### config.mk
export PLATFORM = sky130hd
export DESIGN_NAME = multi_cycle_control
export DESIGN_NICKNAME = d
export VERILOG_FILES = /design/src/rtl/multi_cycle_control_pkg.sv /design/src/rtl/multi_cycle_control_decode.sv /design/src/rtl/multi_cycle_control.sv
export SDC_FILE = /design/constraint.sdc
export NUM_CORES = 1
export LEC_CHECK = 0
export ABC_AREA = 0
export BUFFER_PORTS_ARGS = -buffer_cell sky130_fd_sc_hd__buf_2
export CAP_MARGIN = 20
export CELL_PAD_IN_SITES_DETAIL_PLACEMENT = 1
export CELL_PAD_IN_SITES_GLOBAL_PLACEMENT = 1
export CORE_AREA = 2 2 52 54
export CTS_BUF_LIST = sky130_fd_sc_hd__clkbuf_8
export CTS_CLUSTER_SIZE = 28
export DETAILED_ROUTE_END_ITERATION = 7
export DIE_AREA = 0 0 54 56
export MAX_ROUTING_LAYER = met4
export PLACE_DENSITY = 0.83
export SLEW_MARGIN = 10
export SYNTH_ARGS = -nofsm -noshare
export SYNTH_HDL_FRONTEND = slang
export SYNTH_SLANG_ARGS = --single-unit
### constraint.sdc
create_clock -name clk -period 1.81 [get_ports clk]
set_input_delay 0.362 -clock clk [delete_from_list [all_inputs] [get_ports clk]]
set_output_delay 0.362 -clock clk [all_outputs]
set_load 0.03 [all_outputs]
### src/rtl/multi_cycle_control_pkg.sv
// Shared opcode/funct/ALUOp/PCSrc codes, state encoding and decode bundle
// for the multi-cycle control unit and its decoder.
package multi_cycle_control_pkg;

  localparam logic [5:0] OP_RTYPE = 6'b000000;
  localparam logic [5:0] OP_ADDI  = 6'b001000;
  localparam logic [5:0] OP_ORI   = 6'b001101;
  localparam logic [5:0] OP_LW    = 6'b100011;
  localparam logic [5:0] OP_SW    = 6'b101011;
  localparam logic [5:0] OP_BEQ   = 6'b000100;
  localparam logic [5:0] OP_J     = 6'b000010;
  localparam logic [5:0] OP_HALT  = 6'b111111;

  localparam logic [5:0] F_ADD = 6'b100000;
  localparam logic [5:0] F_SUB = 6'b100010;
  localparam logic [5:0] F_AND = 6'b100100;
  localparam logic [5:0] F_OR  = 6'b100101;
  localparam logic [5:0] F_SLT = 6'b101010;

  localparam logic [2:0] ALU_ADD = 3'b000;
  localparam logic [2:0] ALU_SUB = 3'b001;
  localparam logic [2:0] ALU_AND = 3'b010;
  localparam logic [2:0] ALU_OR  = 3'b011;
  localparam logic [2:0] ALU_SLT = 3'b100;

  localparam logic [1:0] PC_NEXT = 2'b00;
  localparam logic [1:0] PC_BR   = 2'b01;
  localparam logic [1:0] PC_JMP  = 2'b10;

  typedef enum logic [3:0] {
    S_IF       = 4'd0,
    S_ID       = 4'd1,
    S_EXE_ALU  = 4'd2,
    S_EXE_BR   = 4'd3,
    S_EXE_ADDR = 4'd4,
    S_MEM      = 4'd5,
    S_WB_ALU   = 4'd6,
    S_WB_MEM   = 4'd7,
    S_HALT     = 4'd8
  } state_e;

  typedef enum logic [2:0] {
    C_ILL  = 3'd0,
    C_ALU  = 3'd1,
    C_BR   = 3'd2,
    C_MEM  = 3'd3,
    C_JMP  = 3'd4,
    C_HALT = 3'd5
  } cls_e;

  typedef struct packed {
    cls_e       cls;
    logic [2:0] alu_op;
    logic       src_b;
    logic       ext;
    logic       reg_out;
    logic       store;
  } dec_t;

endpackage

### src/rtl/multi_cycle_control_decode.sv
// control_decode: opcode/funct -> instruction class and datapath fields.
// In: opcode_i, funct_i. Out: dec_o (class, ALUOp, ALUSrcB, ExtSel, RegOut, store).
module control_decode
  import multi_cycle_control_pkg::*;
#(
  parameter int OPW = 6
) (
  input  logic [OPW-1:0] opcode_i,
  input  logic [OPW-1:0] funct_i,
  output dec_t           dec_o
);

  always_comb begin
    dec_o = '{cls: C_ILL, alu_op: ALU_ADD, src_b: 1'b0,
              ext: 1'b0, reg_out: 1'b0, store: 1'b0};
    unique case (1'b1)
      opcode_i == OP_RTYPE: begin
        dec_o.cls = C_ALU;
        dec_o.reg_out = 1'b1;
        unique case (1'b1)
          funct_i == F_ADD: dec_o.alu_op = ALU_ADD;
          funct_i == F_SUB: dec_o.alu_op = ALU_SUB;
          funct_i == F_AND: dec_o.alu_op = ALU_AND;
          funct_i == F_OR:  dec_o.alu_op = ALU_OR;
          funct_i == F_SLT: dec_o.alu_op = ALU_SLT;
          default:          dec_o.cls = C_ILL;
        endcase
      end
      opcode_i == OP_ADDI: begin
        dec_o.cls = C_ALU;
        dec_o.src_b = 1'b1;
        dec_o.ext = 1'b1;
      end
      opcode_i == OP_ORI: begin
        dec_o.cls = C_ALU;
        dec_o.src_b = 1'b1;
        dec_o.alu_op = ALU_OR;
      end
      opcode_i == OP_LW: begin
        dec_o.cls = C_MEM;
      end
      opcode_i == OP_SW: begin
        dec_o.cls = C_MEM;
        dec_o.store = 1'b1;
      end
      opcode_i == OP_BEQ:  dec_o.cls = C_BR;
      opcode_i == OP_J:    dec_o.cls = C_JMP;
      opcode_i == OP_HALT: dec_o.cls = C_HALT;
      default: ;
    endcase
  end

endmodule

### src/rtl/multi_cycle_control.sv
// Multi-cycle control FSM: IF/ID/EXE/MEM/WB sequencing with memory wait.
// In: clk, rst_n, opcode, funct, zero, mem_ready. Out: datapath strobes, state.
module multi_cycle_control
  import multi_cycle_control_pkg::*;
#(
  parameter int OPW    = 6,
  parameter int ALUOPW = 3
) (
  input  logic              clk,
  input  logic              rst_n,
  input  logic [OPW-1:0]    opcode,
  input  logic [OPW-1:0]    funct,
  input  logic              zero,
  input  logic              mem_ready,
  output logic              PCWre,
  output logic              IRWre,
  output logic              RegWre,
  output logic              RegOut,
  output logic              ALUM2Reg,
  output logic              ALUSrcB,
  output logic              ExtSel,
  output logic [1:0]        PCSrc,
  output logic [ALUOPW-1:0] ALUOp,
  output logic              mRD,
  output logic              mWR,
  output logic              illegal,
  output logic              halted,
  output logic [3:0]        state
);

  state_e     state_q, state_d;
  dec_t       dec;
  logic [2:0] alu_op;

  control_decode #(.OPW(OPW)) u_dec (
    .opcode_i (opcode),
    .funct_i  (funct),
    .dec_o    (dec)
  );

  always_ff @(posedge clk or negedge rst_n) begin
    if (!rst_n) state_q <= S_IF;
    else        state_q <= state_d;
  end

  assign state = state_q;
  assign ALUOp = ALUOPW'(alu_op);

  // Outputs are gated by rst_n so strobes drop the moment reset asserts.
  always_comb begin
    state_d  = state_q;
    PCWre    = 1'b0;
    IRWre    = 1'b0;
    RegWre   = 1'b0;
    RegOut   = 1'b0;
    ALUM2Reg = 1'b0;
    ALUSrcB  = 1'b0;
    ExtSel   = 1'b0;
    PCSrc    = PC_NEXT;
    alu_op   = ALU_ADD;
    mRD      = 1'b0;
    mWR      = 1'b0;
    illegal  = 1'b0;
    halted   = 1'b0;
    if (rst_n) begin
      unique case (state_q)
        S_IF: begin
          IRWre = 1'b1;
          state_d = S_ID;
        end
        S_ID: begin
          unique case (dec.cls)
            C_JMP: begin
              PCWre = 1'b1;
              PCSrc = PC_JMP;
              state_d = S_IF;
            end
            C_HALT: state_d = S_HALT;
            C_ALU:  state_d = S_EXE_ALU;
            C_BR:   state_d = S_EXE_BR;
            C_MEM:  state_d = S_EXE_ADDR;
            default: begin
              illegal = 1'b1;
              PCWre = 1'b1;
              state_d = S_IF;
            end
          endcase
        end
        S_EXE_ALU: begin
          ALUSrcB = dec.src_b;
          ExtSel = dec.ext;
          alu_op = dec.alu_op;
          state_d = S_WB_ALU;
        end
        S_WB_ALU: begin
          RegWre = 1'b1;
          RegOut = dec.reg_out;
          PCWre = 1'b1;
          state_d = S_IF;
        end
        S_EXE_BR: begin
          alu_op = ALU_SUB;
          ExtSel = 1'b1;
          PCWre = 1'b1;
          PCSrc = zero ? PC_BR : PC_NEXT;
          state_d = S_IF;
        end
        S_EXE_ADDR: begin
          ALUSrcB = 1'b1;
          ExtSel = 1'b1;
          state_d = S_MEM;
        end
        S_MEM: begin
          mWR = dec.store;
          mRD = !dec.store;
          if (mem_ready) begin
            if (dec.store) begin
              PCWre = 1'b1;
              state_d = S_IF;
            end else begin
              state_d = S_WB_MEM;
            end
          end
        end
        S_WB_MEM: begin
          RegWre = 1'b1;
          ALUM2Reg = 1'b1;
          PCWre = 1'b1;
          state_d = S_IF;
        end
        S_HALT: halted = 1'b1;
        default: state_d = S_IF;
      endcase
    end
  end

endmodule

==> results of run 1 <==
==> per-stage QoR <==
| step | hold slack [ps] | util (%) | setup WS, ps |
|---|---|---|---|
| 2_1_floorplan | 66.41 | - | -120.0 |
| 3_3_place_gp | 307.6 | 53.14 | -233.4 |
| 3_5_place_dp | 307.2 | 53.14 | -270.3 |
| 4_1_cts | 80.91 | 63.01 | -305.5 |
==> synth_stat cells, types with 3 or more instances <==
cell and number:
nand2b_1 7, o31ai_1 3, and2_1 3, nand3_1 4, dfrtp_1 4, a21oi_1 3
and3_1 8, o41ai_2 3, o21ai_0 3, nand4_1 3, nand2_1 10, nor2_1 10
==> what timing repair did <==
item | 4_1_cts
cloned | 0
buffers inserted | 6
gates resized for setup | 37
setup endpoints to repair | 15
pin swaps | 14
==> cell families after synthesis <==
family,Yosys count
simple gates,62
compound gates,28
buf+inv,7
flops,4
xor+xnor,1
mux,1
==> flow_summary.json, run 1 <==
{
  "status": "aborted with a tool error",
  "failed_stage": "5_1_grt",
  "error": "[ERROR DPL-0033] detailed placement checks failed during check placement.",
  "rows": 18,
  "worst_endpoint": "PCWre",
  "ys_seq_area_share_pct": 13.09,
  "synth_compound_area_share_pct": 32.08,
  "ioPinCount": 36,
  "dp_hpwl_um": 2651,
  "synthTopCellsByArea": "dfrtp_1 13%, and3_1 6.5%, o41ai_2 6.4%",
  "clock_sinks": 4,
  "synth_fa_ha_area_share_pct": 0,
  "ys_ff_latch": 4,
  "syn-num-nets": 119,
  "synth_xor_area_share_pct": 1.146,
  "worst_endpoint_kind": "output port",
  "synth_top_family_by_area": "simple AND/OR/NAND/NOR gates",
  "place_area_sq_um": 1292,
  "synthesis.area_sq_um": 764.5,
  "synth_top_flop_cell": "dfrtp_1",
  "clk_path_buf_depth": 2,
  "yosys.area_share.simple_pct": 47.46,
  "grt_max_degree": 16,
  "synth_async_sr_flop_share_pct": 100.0,
  "yosys_warnings": 0,
  "place_inst": 195,
  "synth_edf_count": 0,
  "cts_made_buffers": 3,
  "synth_largest_area_cell": "dfrtp_1",
  "synth_cell_types": 44,
  "initial_core_util_pct": 31.43,
  "fp.dieW_um": 54,
  "antenna_found_initial": 2,
  "ctsHoldBuffers": 0,
  "die_h_um": 56,
  "syn_avg_cell_area_sq_um": 7.422,
  "place.gp.congestion": 0.8725,
  "io_buffers": 35,
  "root_buffer": "clkbuf_8",
  "cts_max_level": 1,
  "synth_mux_area_share_pct": 1.309,
  "synth_top_cell_area_share_pct": 13.09,
  "syn_inst": 103
}
==> run 2: changes to the inputs <==
CELL_PAD_IN_SITES_DETAIL_PLACEMENT = not set   (was 1)
CELL_PAD_IN_SITES_GLOBAL_PLACEMENT = not set   (was 1)
CORE_AREA = 2 2 63 65   (was 2 2 52 54)
CTS_BUF_LIST = not set   (was sky130_fd_sc_hd__clkbuf_8)
CTS_CLUSTER_SIZE = not set   (was 28)
DIE_AREA = 0 0 65 67   (was 0 0 54 56)
MAX_ROUTING_LAYER = not set   (was met4)
PLACE_DENSITY = not set   (was 0.83)
PLACE_DENSITY_LB_ADDON = 0.15   (was not set)
==> run 2 against run 1 <==
Compared with the run above: the flow now finishes, with violations (negative setup slack); synthesized cell count did not move; synthesized area unchanged.
==> flow_summary.json, run 2 <==
{
  "status": "complete, but fails checks",
  "violations": "negative setup slack",
  "start_kind": "primary input",
  "initial_core_util_pct": 21.20,
  "hold_violations": 0,
  "cpPeakStageDelay_ps": 390,
  "diodes": 0,
  "p_leak_nw": 0.7297,
  "rows": 22,
  "cp.required_ps": 1450,
  "finalCriticalPeriod_ps": 2067,
  "yosys_warnings": 0,
  "fp.dieW_um": 65,
  "grt_first_pass_wirelength_um": 4781,
  "synth_top_flop_cell": "dfrtp_1",
  "clock_sinks": 4,
  "drt_iter0_markers": 46,
  "largest_register_ffs": 4,
  "r2r_start": "state[2]",
  "cp_top_family": "simple AND/OR/NAND/NOR gates",
  "nets": 203,
  "setup_viol": 9,
  "relSlewSlack_pct": 73.25,
  "synthesis.area_sq_um": 764.5,
  "vias_per_cell": 4.837,
  "syn-num-nets": 119,
  "hold_path_class": "in -> async",
  "grt_overflow": 0,
  "final_layout_size_suffix_gt1_share_pct": 69.73,
  "final_cell_mix": "46 x buf_4, 24 x buf_2, 14 x buf_6, 7 x nand2_1",
  "ys_seq_area_share_pct": 13.09,
  "ys_ff_latch": 4,
  "synth_cell_types": 44,
  "place.gp.congestion": 0.8101,
  "grt_setup_unrepaired": "yes",
  "ctsHoldBuffers": 0,
  "routedWlPerCell_um": 13.17,
  "vdd_ir_drop_max_uv": 323.5,
  "syn_inst": 103,
  "synth_async_sr_flop_share_pct": 100.0,
  "fmax_ghz": 0.4838,
  "antenna_found_initial": 0,
  "crit_path_top_delay_cell": "or3_4",
  "crit_type": "in -> out",
  "core_region_area_sq_um": 3606,
  "clk_path_buf_depth": 2,
  "cts_made_buffers": 3,
  "drc_errors": 0,
  "cts_tree": "yes",
  "grt_pass1_vias": 1064,
  "synth_common_cells": "10 x nand2_1, 10 x nor2_1, 8 x and3_1",
  "syn_to_final_growth_pct": 116.0,
  "synth_edf_count": 0,
  "syn_avg_cell_area_sq_um": 7.422,
  "synthTopCellsByArea": "dfrtp_1 13%, and3_1 6.5%, o41ai_2 6.4%",
  "track_usage_pct": 14.04,
  "clk_latency_ps": 210,
  "total_power_w": 0.001656,
  "cp.arrival_ps": 1700,
  "slew_viol_final": 0,
  "die_h_um": 67,
  "clk_pin_slew_worst_paths_ps": 30,
  "ioPinCount": 36,
  "antenna_left": 0,
  "timing.final.crit_share_pct": 114.2,
  "place_inst": 219,
  "dp_hpwl_um": 2381,
  "vias": 1127,
  "fin_ws_ps": -256.9,
  "dieArea_sq_um": 4355,
  "cap_violations": 0,
  "place_ws_ps": -247.3,
  "root_buffer": "clkbuf_8",
  "cts_max_level": 1,
  "final_common_cell": "buf_4",
  "crit_buf_inv": 2,
  "crit_fanout": 4,
  "synth_largest_area_cell": "dfrtp_1",
  "synth_top_cell_area_share_pct": 13.09,
  "routed_wl_um": 3068,
  "io_buffers": 35,
  "cellPowerDensity_nw_per_um2": 1002,
  "grt_max_degree": 16,
  "crit_path_end_kind": "output pin",
  "crit_start": "opcode[1]",
  "instances_no_fill": 233,
  "cp_cell_sequence": "buf_2 > or3_4 > or3_1 > nand4_1 > o311ai_4 > buf_6",
  "finClkSkew_ps": 0.5259,
  "drtPass1Iterations": 4,
  "place_area_sq_um": 1348,
  "tightest_slew_ps": 396.8,
  "final_area_sq_um": 1652
}
## run 2: report_power, final
group | internal (W) | switching, W | total, W
clock | 0.000141 | 0.0000396 | 0.000181
combinational | 0.000625 | 0.000682 | 0.00131
sequential | 0.000128 | 0.0000407 | 0.000169
## run 2: cell families (layout without fill, tap and decap cells)
family | count (synthesis) | after routing | share of synthesized area [%]
simple gates | 62 | 62 | 47.47
compound gates | 28 | 28 | 32.08
buf+inv | 7 | 89 | 4.909
flops | 4 | 4 | 13.09
xor+xnor | 1 | 1 | 1.146
mux | 1 | 1 | 1.309
## run 2: worst paths after layout
path / cells past startpoint / slack (ps) / end
worst max-delay path: 6 / -260 / PCWre
worst min-delay path: 2 / 120 / state[2]
worst max register to register: 5 / 200 / state[2]
worst min register to register: 2 / 690 / state[0]
max in group asynchronous: 2 / 1580 / state[1]
min in group clk: 4 / 530 / state[0]
## run 2: timing repair
item | in CTS | in global routing
pin swaps | 6 | 8
resized for setup | 18 | 34
setup endpoints to repair | 12 | 15
buffers inserted | 5 | 7
## run 2: cell type report
type                            instances  area, sq um
Multi-Input combinational cell         92        807.0
Tap cell                               48        60.06
Clock buffer                            3        41.29
Timing Repair Buffer                   85        630.6
Sequential cell                         4        105.1
Inverter                                1        7.507
Fill cell                             349         1954
## run 2: metal layers
layer	vias up	share of wire, %	global-route usage [%]
met2	31	49	24.36
met1	536	46	17.98
met3	0	5.3	2.534
met5	-	0	0
met4	0	0	3.191
li1	560	-	-
## run 2: per-stage QoR
stage | hold WS [ps] | utilization [%] | TNS (ps)
after floorplan | 66.41 | - | -319.0
after global placement | 328.0 | 37.37 | -1338
after detailed placement | 327.4 | 37.37 | -1277
after CTS | 104.8 | 41.46 | -1717
after global routing | 125.2 | 45.80 | -1638
final | 115.5 | 45.80 | -932.9
## run 2: worst register-to-register path: stages (launching register included)
cell	delay [ps]
dfrtp_2	390
buf_4	150
clkinvlp_4	150
buf_4	170
o41ai_2	430
a2bb2oi_1	230
(Power assumes the default switching activity.)
